===== src/rtl/fre_calc.sv =====
// Frequency calculator: captures (M, N) at gate end and computes N*CLK_FREQ/M
// as unsigned fixed point, one quotient bit per clock (restoring divider).
module fre_calc #(
   parameter int CLK_FREQ  = 100_000_000,
   parameter int FRAC_BITS = 8,
   parameter int OUT_W     = 40,
   parameter int DIV_W     = 72
) (
   input  logic             clk_100M,
   input  logic             rst,
   input  logic [31:0]      M_in,
   input  logic [31:0]      N_in,
   input  logic             irq,
   output logic [OUT_W-1:0] fre_out,
   output logic             fre_valid,
   output logic             busy,
   output logic             sat,
   output logic             err,
   output logic             overrun
);

   localparam int CNT_W = $clog2(DIV_W);

   localparam logic [1:0] IDLE = 2'd0;
   localparam logic [1:0] MUL  = 2'd1;
   localparam logic [1:0] DIV  = 2'd2;
   localparam logic [1:0] DONE = 2'd3;

   logic [1:0]       r_state;
   logic             r_irq_d;
   logic [31:0]      r_m;
   logic [31:0]      r_n;
   logic [31:0]      r_rem;
   logic [DIV_W-1:0] r_dvd;
   logic [CNT_W-1:0] r_cnt;
   logic [OUT_W-1:0] r_fre;
   logic             r_valid, r_busy, r_sat, r_err, r_ovr;

   logic             w_cap;
   logic [DIV_W-1:0] w_dvd0;
   logic [32:0]      w_rem_sh;
   logic             w_ge;
   logic [31:0]      w_diff;
   logic [DIV_W-1:0] w_q;
   logic             w_ovf;

   assign w_cap    = r_irq_d & ~irq;
   assign w_dvd0   = (DIV_W'(r_n) * DIV_W'(CLK_FREQ)) << FRAC_BITS;
   // Dividend shifts out MSB-first while quotient bits shift in at the LSB.
   assign w_rem_sh = {r_rem, r_dvd[DIV_W-1]};
   assign w_ge     = (w_rem_sh >= {1'b0, r_m});
   // True difference is < M, so the 32-bit modular result is exact.
   assign w_diff   = w_rem_sh[31:0] - r_m;
   assign w_q      = {r_dvd[DIV_W-2:0], w_ge};
   assign w_ovf    = |w_q[DIV_W-1:OUT_W];

   always_ff @(posedge clk_100M or posedge rst) begin
      if (rst) begin
         r_state <= IDLE;
         r_irq_d <= 1'b0;
         r_m     <= '0;
         r_n     <= '0;
         r_rem   <= '0;
         r_dvd   <= '0;
         r_cnt   <= '0;
         r_fre   <= '0;
         r_valid <= 1'b0;
         r_busy  <= 1'b0;
         r_sat   <= 1'b0;
         r_err   <= 1'b0;
         r_ovr   <= 1'b0;
      end else begin
         r_irq_d <= irq;
         r_valid <= 1'b0;
         r_ovr   <= w_cap && (r_state != IDLE);
         case (r_state)
            IDLE: begin
               if (w_cap) begin
                  r_m     <= M_in;
                  r_n     <= N_in;
                  r_busy  <= 1'b1;
                  r_state <= MUL;
               end
            end
            MUL: begin
               if (r_m == '0) begin
                  r_fre   <= '1;
                  r_sat   <= 1'b1;
                  r_err   <= 1'b1;
                  r_valid <= 1'b1;
                  r_state <= DONE;
               end else begin
                  r_dvd   <= w_dvd0;
                  r_rem   <= '0;
                  r_cnt   <= CNT_W'(DIV_W - 1);
                  r_state <= DIV;
               end
            end
            DIV: begin
               r_rem <= w_ge ? w_diff : w_rem_sh[31:0];
               r_dvd <= w_q;
               r_cnt <= r_cnt - 1'b1;
               if (r_cnt == '0) begin
                  r_fre   <= w_ovf ? '1 : w_q[OUT_W-1:0];
                  r_sat   <= w_ovf;
                  r_err   <= 1'b0;
                  r_valid <= 1'b1;
                  r_state <= DONE;
               end
            end
            default: begin
               r_busy  <= 1'b0;
               r_state <= IDLE;
            end
         endcase
      end
   end

   assign fre_out   = r_fre;
   assign fre_valid = r_valid;
   assign busy      = r_busy;
   assign sat       = r_sat;
   assign err       = r_err;
   assign overrun   = r_ovr;

endmodule


===== config.mk =====
export PLATFORM = sky130hd
export DESIGN_NAME = fre_calc
export DESIGN_NICKNAME = d
export VERILOG_FILES = /design/src/rtl/fre_calc.sv
export SDC_FILE = /design/constraint.sdc
export NUM_CORES = 1
export LEC_CHECK = 0
export CAP_MARGIN = 20
export CORE_MARGIN = 2
export CORE_UTILIZATION = 40
export DETAILED_ROUTE_END_ITERATION = 7
export PLACE_DENSITY = 0.66
export SLEW_MARGIN = 20
export SYNTH_ARGS = -nofsm -noshare
export SYNTH_HDL_FRONTEND = slang
export SYNTH_SLANG_ARGS = --single-unit

===== constraint.sdc =====
create_clock -name clk_100M -period 10.2 [get_ports clk_100M]
set_input_delay 2.04 -clock clk_100M [delete_from_list [all_inputs] [get_ports clk_100M]]
set_output_delay 2.04 -clock clk_100M [all_outputs]
set_load 0.01 [all_outputs]

Word level (Yosys, flattened, before mapping)
Index checks and enable logic that the tools add are counted.
{ "word_totals": {"register_bits": 223, "out_inout_bits": 45} }
{ "op_classes": {"add_sub_neg": 2, "multipliers": 1, "order_cmp": 1, "eq_ne": 6, "muxes": 25, "n_bitwise": 3, "n_reduce_logical": 13} }
{ "op_table": {"columns": ["op", "count"], "rows": [
  ["72-bit one-hot mux with 2 select lines", 1],
  ["40-bit 2-to-1 mux", 3],
  ["40-bit one-hot mux with 2 select lines", 1],
  ["72-bit 2-to-1 mux", 1],
  ["32-bit 2-to-1 mux", 2],
  ["32-bit one-hot mux with 2 select lines", 1],
  ["32-bit by 19-bit multiplier with 51-bit output, second input constant", 1],
  ["33-bit by 32-bit greater-or-equal comparator with 1-bit output", 1],
  ["32-bit zero test", 1],
  ["32-bit OR reduction", 1],
  ["32-bit subtractor", 1],
  ["7-bit one-hot mux with 2 select lines", 1],
  ["2-bit != test, second input constant", 4],
  ["1-bit one-hot mux with 2 select lines", 4],
  ["2-bit AND reduction", 4],
  ["7-bit zero test", 1],
  ["1-bit 2-to-1 mux", 7],
  ["7-bit 2-to-1 mux", 1],
  ["7-bit by 1-bit subtractor with 7-bit output, second input constant", 1],
  ["2-bit one-hot mux with 3 select lines", 1],
  ["2-bit 2-to-1 mux", 2],
  ["2-bit nonzero test", 2],
  ["3-bit AND reduction", 1],
  ["2-bit by 1-bit == test with 1-bit output, second input constant", 1],
  ["6 further kinds", 7]
]} }

Logic depth before layout (Yosys ltp)
{ "depth": {"ltp_word": 4, "depth_mapped": 23} }

Least setup slack after synthesis
Ideal clock, no wire load.
{ "synth_path": {"path_type": "reg2reg", "startpoint": "reg r_n[5]", "endpoint": "reg r_dvd[63]", "setup_ns": 0.145, "t_arrival_ns": 5.856, "t_required_ns": 10.055, "slack_ns": 4.199, "stages_incl_launch_ff": 21, "path_cell_list": "dfrtp_1 > inv_1 > fa_1 > fa_1 > inv_1 > fa_1 > fa_1 > fa_1 > inv_1 > fa_1 > inv_1 > ha_1 > a21o_1 > a221o_1 > a21oi_1 > o21ai_2 > a221oi_4 > o21ai_2 > a311oi_2 > xor2_1 > a21oi_1"} }
{ "synth_between": {"elab_chain_len": 3} }
{ "synth_lines": {"columns": ["element", "line", "text"], "rows": [
  ["from (decl)", "32", "logic [31:0] r_n;"],
  ["from (signal assigned)", "80", "r_n <= N_in;"],
  ["32-bit by 19-bit multiplier with 51-bit output", "48", "assign w_dvd0 = (DIV_W'(r_n) * DIV_W'(CLK_FREQ)) << FRAC_BITS;"],
  ["72-bit 2-to-1 mux", "86", "if (r_m == '0) begin"],
  ["72-bit one-hot mux with 2 select lines", "76", "case (r_state)"],
  ["to (signal assigned)", "93", "r_dvd <= w_dvd0;"],
  ["to (signal assigned)", "101", "r_dvd <= w_q;"],
  ["to (decl)", "34", "logic [DIV_W-1:0] r_dvd;"]
]} }
No other way between the ends. The select of a mux whose other input is x is not followed.
A chain may end at the register's enable or synchronous reset.

Worst setup path after layout
{ "layout_path": {"startpoint": "reg r_n[6]", "endpoint": "reg r_dvd[63]"} }
The elaborated chain is that of the path after synthesis.

==> qor.yml <==
status: "complete, no violations"
ys_types: 73
place_hpwl_mm: 45.0
n_fill_cell: 5347
antenna_found_initial: 0
worstPathRequired_ps: 10630
multi_input_area_mm2: 0.0155
pin_count: 112
hold_buffers: 0
endpoint_kind: "flop"
slew_headroom_pct: 33.1
r2r_slack_ps: 3540
ys_async_sr_fraction_pct: 100
grt_pass1_vias: 18100
post_cts_buffers: 0
tightest_slew_ps: 1000
io_buffers: 111
fmax_mhz: 150
initialDrtViolationCount: 966
hold_viol: 0
crit_fanout: 9
layout_commonest_cell: "inv_1"
wl_per_cell_um: 17.5
path_class: "flop to flop"
syn_area_per_cell_um2: 9.76
start_util_pct: 40.7
synthToLayoutAreaGrowth_pct: 12.4
drive_gt1_share_pct: 5.74
cts_tree: "built"
synthCells: 2359
clockBufferDepth: 3
crit_path_end: "r_dvd[63]$_DFFE_PP0P_"
rows: 87
via_count: 16800
insertion_delay_ps: 580
regArea_mm2: 0.00558
synth_edf_count: 0
grt_max_degree: 117
cts_buffers: 28
grt-ovfl-total: 0
finalNetCount: 3035
core-area_mm2: 0.0566
drc: 0
cts_sinks: 223
drv_cap: 0
fin_tns_setup_ps: 0
grt_pass1_wl_mm: 95.0
synth_nets: 2959
routed_wl_mm: 56.4
finalClockSkew_ps: 15.6
vias_per_cell: 5.23
die_x_um: 244
critical_path_arrival_ps: 7090
clkSlewWorstSetupHoldPaths_ps: 60
die_area_mm2: 0.0595
ys_seq_elements: 223
cts_root_buffer: "clkbuf_16"
grt_use_total_pct: 19.7
rr_worst_depth: 20
ys.flop_type: "dfrtp_1"
ys_seq_area_share_pct: 24.2
final_cell_mix: "434 x inv_1, 268 x fa_1, 264 x ha_1"
min_path_type: "flop to flop"
r2r-start: "r_n[6]$_DFFE_PP0P_"
dr.pass1.iters: 5
worstSetupStartpoint: "r_n[6]$_DFFE_PP0P_"
cts.repair.resized: 0
finalCritPeriodShare_pct: 65.3
place.gp.congestion: 0.899
antenna_cells: 0
rr_endpoint: "r_dvd[63]$_DFFE_PP0P_"
rsz0062_at_grt: "no"
period_needed_ps: 6660
die_h_um: 244
startpoint_type: "flop"
ant_nets: 0
htreeDepth: 1
finalSetupViolations: 0
syn_area_mm2: 0.0230
yosysWarningCount: 0
finalMaxSlewViolations: 0
==> cell families after synthesis <==
group / synth area share, %
fa+ha+maj: 37.7
mux: 4.76
flops: 24.2
buf+inv: 8.41
xor+xnor: 3.54
simple gates: 9.10
compound gates: 12.2
==> synthesized netlist by cell type (3+ instances only) <==
| cell | instances | area (um^2) |
|---|---|---|
| ha_1 | 265 | 3320 |
| and2_1 | 9 | 56.3 |
| nor2_1 | 115 | 432 |
| o31ai_1 | 3 | 22.5 |
| xnor2_1 | 42 | 368 |
| o21bai_1 | 12 | 90.1 |
| o2111ai_1 | 3 | 26.3 |
| xor2_1 | 51 | 447 |
| buf_1 | 7 | 26.3 |
| a31oi_1 | 7 | 43.8 |
| a21oi_1 | 116 | 581 |
| o21ai_1 | 58 | 290 |
| o21ai_0 | 92 | 460 |
| and3_1 | 19 | 119 |
| or3_1 | 7 | 43.8 |
| o211ai_1 | 10 | 75.1 |
| o21ai_2 | 3 | 26.3 |
| mux2_2 | 65 | 732 |
| nor4_1 | 19 | 119 |
| o22ai_1 | 4 | 25.0 |
| nand3b_1 | 3 | 22.5 |
| mux2i_1 | 33 | 330 |
| a22o_1 | 19 | 166 |
| nand2b_1 | 11 | 68.8 |
| nand4_1 | 22 | 138 |
| a211oi_1 | 7 | 52.6 |
| nor2b_1 | 10 | 62.6 |
| a32oi_1 | 12 | 105 |
| a21o_1 | 56 | 420 |
| inv_1 | 435 | 1630 |
| clkbuf_1 | 62 | 233 |
| dfrtp_1 | 223 | 5580 |
| o21a_1 | 10 | 75.1 |
| nor3_1 | 23 | 115 |
| a21boi_0 | 3 | 22.5 |
| nand3_1 | 32 | 160 |
| nand2_1 | 166 | 623 |
| a211o_1 | 4 | 35.0 |
| mux2_1 | 3 | 33.8 |
| o41a_1 | 3 | 33.8 |
| fa_1 | 268 | 5370 |
| buf_2 | 6 | 30.0 |
==> critical path, stage by stage (launching register included) <==
cell,delay [ps]
dfrtp_1,600
inv_1,200
fa_1,520
fa_1,500
inv_1,60
fa_1,530
fa_1,540
fa_1,550
inv_1,60
fa_1,530
inv_1,40
ha_1,370
a21o_1,210
a221o_1,370
a21oi_1,190
o21ai_2,120
a221oi_4,360
o21ai_2,190
a311oi_2,310
xor2_1,170
a21oi_1,80
==> worst min-delay path by stage <==
stage,from,slack [ps],end,cells after the start
after floorplan,r_dvd[51]$_DFFE_PP0P_,460,r_dvd[51]$_DFFE_PP0P_,2
after global placement,fre_out[23]$_DFFE_PP0P_,460,fre_out[23]$_DFFE_PP0P_,2
after detailed placement,err$_DFFE_PP0P_,470,err$_DFFE_PP0P_,2
after CTS,err$_DFFE_PP0P_,480,err$_DFFE_PP0P_,2
after global routing,fre_out[12]$_DFFE_PP0P_,510,fre_out[12]$_DFFE_PP0P_,2
final,fre_out[12]$_DFFE_PP0P_,480,fre_out[12]$_DFFE_PP0P_,2
==> stage by stage <==
stage | util [%] | hold WS, ps | setup WS, ps | instance area (um^2) | std cells
2_1_floorplan | - | 465 | 2050 | 23000 | 2359
3_3_place_gp | 44.0 | 462 | 3740 | 24900 | 3161
3_5_place_dp | 44.0 | 469 | 3600 | 24900 | 3161
4_1_cts | 45.7 | 483 | 3570 | 25900 | 3212
5_1_grt | 45.7 | 511 | 3230 | 25900 | 3212
6_report | 45.7 | 480 | 3540 | 25900 | 3212
==> layer usage <==
| layer | vias up | share of wire (%) | GRT usage [%] |
|---|---|---|---|
| met5 | - | 0 | 0 |
| met2 | 371 | 49 | 33.4 |
| met3 | 94 | 4.7 | 2.69 |
| met1 | 8413 | 44 | 26.2 |
| met4 | 0 | 2.6 | 5.47 |
| li1 | 7920 | - | - |
==> registers in the layout (all words and copies together), names as in the netlist <==
name,cells
fre_valid,1
overrun,1
busy,1
r_dvd,72
r_state,2
r_rem,32
err,1
fre_out,40
r_cnt,7
r_irq_d,1
sat,1
r_m,32
r_n,32
==> cell type report <==
| class | instances | area share (%) |
|---|---|---|
| inverter | 435 | 6.34 |
| sequential | 223 | 21.6 |
| clock buffer | 35 | 2.89 |
| clock inverter | 16 | 0.909 |
| multi-input combinational | 1624 | 60.0 |
| timing repair buffer | 123 | 4.64 |
| tap | 756 | 3.66 |
Power is left out: the tool's default activity adds up to more than one toggle a clock period on the data nets, which glitch-free logic cannot reach.
